[src/rtl/mips_pkg.sv]
// Shared pipeline package: word widths and the memory arbiter state encoding.
package mips_pkg;

  localparam int WORD_W     = 32;
  localparam int INSTR_W    = 32;
  localparam int REG_ADDR_W = 5;

  typedef enum logic [1:0] {
    IDLE    = 2'b00,
    IFETCH  = 2'b01,
    DACCESS = 2'b10
  } arb_state_t;

  // True while a memory transaction is in flight.
  function automatic logic arb_busy(arb_state_t s);
    return s != IDLE;
  endfunction

endpackage

[src/rtl/mem_arbiter.sv]
// Arbitrates the fetch and memory stages onto one single-port memory.
// Data accesses win over fetches; a requester whose done flag is high is
// skipped for that cycle so a held request is not serviced twice.
module mem_arbiter
  import mips_pkg::*;
#(
  parameter int DATA_W = WORD_W
) (
  input  logic              clk,
  input  logic              reset,
  input  logic              ifReq,
  input  logic [DATA_W-1:0] ifAddr,
  input  logic              memReadM,
  input  logic              memWriteM,
  input  logic [DATA_W-1:0] dAddr,
  input  logic [DATA_W-1:0] dWdata,
  output logic [DATA_W-1:0] ifRdata,
  output logic [DATA_W-1:0] dRdata,
  output logic              ifDone,
  output logic              dDone,
  output logic              ifStall,
  output logic              dStall,
  output logic              memReq,
  output logic              memWe,
  output logic [DATA_W-1:0] memAddr,
  output logic [DATA_W-1:0] memWdata,
  input  logic [DATA_W-1:0] memRdata,
  input  logic              memReady
);

  arb_state_t        state_q, state_d;
  logic [DATA_W-1:0] addr_q, addr_d;
  logic [DATA_W-1:0] wdata_q, wdata_d;
  logic              we_q, we_d;
  logic [DATA_W-1:0] if_rdata_q, if_rdata_d;
  logic [DATA_W-1:0] d_rdata_q, d_rdata_d;
  logic              if_done_q, if_done_d;
  logic              d_done_q, d_done_d;
  logic              d_pending;
  logic              if_pending;

  // A requester counts as pending only if it was not just completed.
  always_comb begin
    d_pending  = (memReadM | memWriteM) & ~d_done_q;
    if_pending = ifReq & ~if_done_q;
  end

  // Next-state logic: grant from IDLE, complete on memReady, otherwise hold.
  always_comb begin
    state_d    = state_q;
    addr_d     = addr_q;
    wdata_d    = wdata_q;
    we_d       = we_q;
    if_rdata_d = if_rdata_q;
    d_rdata_d  = d_rdata_q;
    if_done_d  = 1'b0;
    d_done_d   = 1'b0;
    case (state_q)
      IDLE: begin
        if (d_pending) begin
          state_d = DACCESS;
          addr_d  = dAddr;
          wdata_d = dWdata;
          we_d    = memWriteM;
        end else if (if_pending) begin
          state_d = IFETCH;
          addr_d  = ifAddr;
          wdata_d = '0;
          we_d    = 1'b0;
        end
      end
      IFETCH: begin
        if (memReady) begin
          if_rdata_d = memRdata;
          if_done_d  = 1'b1;
          state_d    = IDLE;
        end
      end
      DACCESS: begin
        if (memReady) begin
          if (!we_q) begin
            d_rdata_d = memRdata;
          end
          d_done_d = 1'b1;
          we_d     = 1'b0;
          state_d  = IDLE;
        end
      end
      default: begin
        state_d = IDLE;
        we_d    = 1'b0;
      end
    endcase
  end

  // State and captured-request registers, cleared asynchronously on reset.
  always_ff @(posedge clk or posedge reset) begin
    if (reset) begin
      state_q    <= IDLE;
      addr_q     <= '0;
      wdata_q    <= '0;
      we_q       <= 1'b0;
      if_rdata_q <= '0;
      d_rdata_q  <= '0;
      if_done_q  <= 1'b0;
      d_done_q   <= 1'b0;
    end else begin
      state_q    <= state_d;
      addr_q     <= addr_d;
      wdata_q    <= wdata_d;
      we_q       <= we_d;
      if_rdata_q <= if_rdata_d;
      d_rdata_q  <= d_rdata_d;
      if_done_q  <= if_done_d;
      d_done_q   <= d_done_d;
    end
  end

  assign memReq   = arb_busy(state_q);
  assign memWe    = we_q;
  assign memAddr  = addr_q;
  assign memWdata = wdata_q;
  assign ifRdata  = if_rdata_q;
  assign dRdata   = d_rdata_q;
  assign ifDone   = if_done_q;
  assign dDone    = d_done_q;
  assign ifStall  = ifReq & ~if_done_q;
  assign dStall   = (memReadM | memWriteM) & ~d_done_q;

endmodule

[config.mk]
export PLATFORM = sky130hd
export DESIGN_NAME = mem_arbiter
export DESIGN_NICKNAME = d
export VERILOG_FILES = /design/src/rtl/mips_pkg.sv /design/src/rtl/mem_arbiter.sv
export SDC_FILE = /design/constraint.sdc
export NUM_CORES = 1
export LEC_CHECK = 0
export ABC_AREA = 1
export CAP_MARGIN = 20
export CORE_AREA = 2 2 127 129
export CTS_CLUSTER_SIZE = 8
export DETAILED_ROUTE_END_ITERATION = 8
export DIE_AREA = 0 0 129 131
export PLACE_DENSITY = 0.75
export RECOVER_POWER = 25
export SYNTH_ARGS = -nofsm -noshare
export SYNTH_HDL_FRONTEND = slang
export SYNTH_SLANG_ARGS = --single-unit
[constraint.sdc]
create_clock -name clk -period 3.7 [get_ports clk]
set_input_delay 0.37 -clock clk [delete_from_list [all_inputs] [get_ports clk]]
set_output_delay 0.37 -clock clk [all_outputs]
set_load 0.05 [all_outputs]
Yosys cells after proc, flatten, opt, wreduce, memory -nomap -nowiden
Cells that the tools add are included.

word-level totals
  flip-flop bits (word level) = 133
  bits in latches = 0
  bits in writable memories = 0
  ROM bits = 0
  bits of input ports = 134
  output and inout port bits = 134
  word-level logic and storage cells = 44
  memories = 0

operators by class
  add/sub/neg operators = 0
  multipliers = 0
  div/mod/pow operators = 0
  magnitude comparators = 0
  equal/unequal tests = 5
  shift-type cells = 0
  mux-type cells = 15
  bitwise operators = 7
  reductions and logical operators = 9

operators by type and width
  operator                                                number
  2-to-1 mux 32 bit                                       4
  2-to-1 mux 1 bit                                        6
  2-to-1 mux 2 bit                                        3
  AND reduction 2 bit                                     3
  AND reduction 3 bit                                     2
  NOT 1 bit                                               4
  case mux 2 bit (2 select lines)                         1
  nonzero test 2 bit                                      2
  inequality test 3 bit (second input constant)           1
  case mux 1 bit (3 select lines)                         1
  bitwise AND 1 bit                                       2
  equality test 2 x 1 -> 1 bit (second input constant)    1
  equality test 2 bit (second input constant)             1
  logical NOT 2 bit                                       1
  inequality test 2 x 1 -> 1 bit (second input constant)  1
  inequality test 2 bit (second input constant)           1
  OR reduction 2 bit                                      1
  OR 1 bit                                                1

Logic depth before layout (Yosys ltp)
  depth in word-level cells = 5
  depth in mapped cells = 9
  depth with buffers taken out = 8

Worst setup path before layout
No wires, ideal clock.

  kind = flip-flop to output port
  start = reg d_done_q (netlist: dDone)
  end = out dStall
  data arrival time = 1.214 ns
  required time = 3.330 ns
  setup slack = 2.116 ns
  cell stages (with the launch flop) = 5
  path buffers = 1
  cell sequence = dfrtp_1 -> inv_1 -> nand2_4 -> inv_2 -> buf_2

between the ends
  cells in the longest elaborated chain, start to end = 2

ends and longest elaborated chain
  what                      line                text
  start: declaration        mem_arbiter.sv:38   logic d_done_q, d_done_d;
  start signal: assignment  mem_arbiter.sv:115  d_done_q <= d_done_d;
  NOT 1 bit                 mem_arbiter.sv:128  assign dStall = (memReadM | memWriteM) & ~d_done_q;
  bitwise AND 1 bit         mem_arbiter.sv:128
  end: declaration          mem_arbiter.sv:22   output logic dStall,

Every way passes these cells.

Worst setup path in the final report
  start = in memWriteM
  end = out dStall

between the ends
  cells in the longest elaborated chain, start to end = 2

ends and longest elaborated chain
  what                line                text
  start: declaration  mem_arbiter.sv:14   input logic memWriteM,
  OR 1 bit            mem_arbiter.sv:128
  bitwise AND 1 bit   mem_arbiter.sv:128

Every way passes these cells.

==> results.toml <==
[pwr]
p_clk_share_pct = 16.7
swShare_pct = 49.4
p_seq_share_pct = 25.9
intPower_uw = 4920
p_sw_uw = 4810
p_leak_uw = 0.00446
p_per_area_nw_per_um2 = 1080
finalPower_uw = 9730
irDropWorstVdd_v = 0.000559
pwr-share-comb_pct = 57.4

[layout]
final_cells = 1145
fillCellCount = 1407
seq_area_um2 = 3330
layout-drive-gt1-share_pct = 7.53
finalInstanceArea_um2 = 8990
multi_input_area_um2 = 1880
antenna_cells = 0
area_growth_pct = 59.6
layout.nets = 1053

[place]
io_buffers = 267
place.detailed.hpwl_um = 10800
gp_congestion = 0.760
dpl_cell_area_um2 = 8390
dp.cells = 1111

[cts]
clock_path_buffers = 2
htreeDepth = 4
cts_tree = "built"
cts_resized = 0
holdBufCountCts = 0
numCtsBuffers = 17
clk_pin_slew_ns = 0.06
postCtsSetupBuffers = 0
clock_sinks = 133
root_buffer = "clkbuf_16"
clk_latency_ns = 0.41

[die]
core_um2 = 15600
ioPinCount = 268
initial_core_util_pct = 36.1
row_count = 46
die_h_um = 131
dieArea_um2 = 16900
chipWidth_um = 129

[setup_path]
cp-start-kind = "input port"
crit_arrival_ns = 2.12
crit_required_ns = 3.33
path_max_fanout = 36
reg2reg_slack_ns = 1.69
r2r_end = "dRdata[20]"
r2r-start = "state_q[0]"
crit_path_end = "dStall"
end_kind = "output pin"
path_class = "input port to output pin"
cp-startpoint = "memWriteM"
worstRegToRegCells = 7

[min_path]
hp-class = "flop to flop"

[detailed_routing]
drt-total-wl_um = 15300
vias = 4961
drc = 0
firstDrtPassIters = 4
drtIter0Drc = 183
wl_per_cell_um = 13.4
antenna_left = 0
vias_per_cell = 4.33

[sta]
hold_violations = 0
fmax_ghz = 0.402
finClkSkew_ns = 0.00564
period_minus_slack_ns = 2.49
min_period_over_period_pct = 67.2
maxSlewHeadroom_pct = -22.0
whs_ns = 0.467
setup_viol = 0
drv_slew = 134
worst_slew_pin_slew_ns = 1.83
rsz0062_at_grt = "no"
setup_tns_ns = 0

[global_route]
grt_antenna_before_repair = 0
grt_pass1_vias = 4789
grt_first_pass_wirelength_um = 23800
track_usage_pct = 18.0
grt_start_max_net_pins = 134
grt_overflow = 0

[synth]
yosysTopAreaCellShare_pct = 59.1
yosys_warnings = 0
synth_cells = 656
yosysUniqueCellTypes = 18
synth_area_um2 = 5630
synth-seq-cells = 133
synth_area_leaders = "dfrtp_1, nand2_1, o21ai_2"
seq_area_frac_synth_pct = 59.1
syn_avg_cell_area_um2 = 8.59
syn_nets = 793
synth_top_area_cell = "dfrtp_1"

[status]
violations = "max-capacitance violations, max-slew violations"
status = "finished, violations left"

[job]
cap_violations = 1
[through the flow]
step	worst slack [ns]	utilization, %
global route	1.07	57.7
detailed placement	1.22	53.8
floorplan	1.68	-
finish	1.21	57.7
CTS	1.22	57.5
global placement	1.24	53.8
[critical path: stages]
cell and delay, ns:
clkdlybuf4s50_1 0.47, inv_2 0.05, nand2_2 0.08, nand2_4 0.22, inv_2 0.12, clkdlybuf4s50_1 0.80
[cell usage in the layout, fill, tap and decap left out]
cell type	count
a21oi_1	1
buf_12	1
buf_16	1
buf_4	4
bufinv_16	2
clkbuf_1	1
clkbuf_16	17
clkbuf_4	1
clkbuf_8	1
clkdlybuf4s50_1	266
clkinv_2	5
clkinv_4	3
clkinvlp_4	4
dfrtp_1	133
dlygate4sd3_1	1
ha_1	3
inv_1	43
inv_2	3
nand2_1	366
nand2_2	2
nand2_4	1
nand3_1	3
nand4_1	1
nor2_1	1
o21ai_0	32
o21ai_1	8
o21ai_2	24
or2_2	1
[metal layers]
metal,vias to the layer above,wire [µm],global-route usage (%)
met5,-,0,0
met4,0,144,4.92
met3,10,1860,9.49
met2,190,6910,28.9
met1,2251,6410,21.3
li1,2510,-,-
[cell usage after synthesis, drive strengths merged]
cell    count
a21oi       1
buf        29
clkbuf      4
dfrtp     133
ha          3
inv        47
nand2     369
nand3       3
nand4       1
nor2        1
o21ai      64
or2         1
[worst min-delay path by stage]
stage                      start           end  cells past startpoint
finish               memWdata[9]   memWdata[9]                      2
global route          dWdata[16]  memWdata[16]                      3
CTS                  memWdata[3]   memWdata[3]                      2
detailed placement   memWdata[3]   memWdata[3]                      2
global placement    memWdata[12]  memWdata[12]                      2
floorplan             state_q[1]    state_q[1]                      2
[sequential cells by signal (all words and copies together), names as in the netlist]
| register | flops |
|---|---|
| memWe | 1 |
| dDone | 1 |
| dRdata | 32 |
| memWdata | 32 |
| ifDone | 1 |
| state_q | 2 |
| memAddr | 32 |
| ifRdata | 32 |
[power by group through the flow]
| stage | clock network (µW) | registers (µW) | logic, µW |
|---|---|---|---|
| 2_1_floorplan | 0 | 4900 | 1420 |
| 3_3_place_gp | 0 | 2520 | 5550 |
| 3_5_place_dp | 0 | 2530 | 5600 |
| 4_1_cts | 1670 | 2530 | 5610 |
| 5_1_grt | 1740 | 2620 | 5940 |
| 6_report | 1630 | 2520 | 5580 |
[kinds of logic (layout without fill, tap and decap cells)]
logic type / Yosys count / after routing / synth area share [%]
and+or+nand+nor: 375 / 375 / 25.4
DFF: 133 / 133 / 59.1
buffers and inverters: 80 / 353 / 7.53
AOI/OAI and AO/OA: 65 / 65 / 7.37
adders and majority gates: 3 / 3 / 0.666
[cell type report]
| cell class | instances | area share, % |
|---|---|---|
| repair buffers | 274 | 30.7 |
| well taps | 216 | 3.00 |
| inverters | 47 | 2.00 |
| clock buffers | 19 | 4.92 |
| clock inverters | 13 | 1.49 |
| flip-flops and latches | 133 | 37.0 |
| multi-input cells | 443 | 20.9 |
No activity file was read; power rests on OpenSTA's default activity.
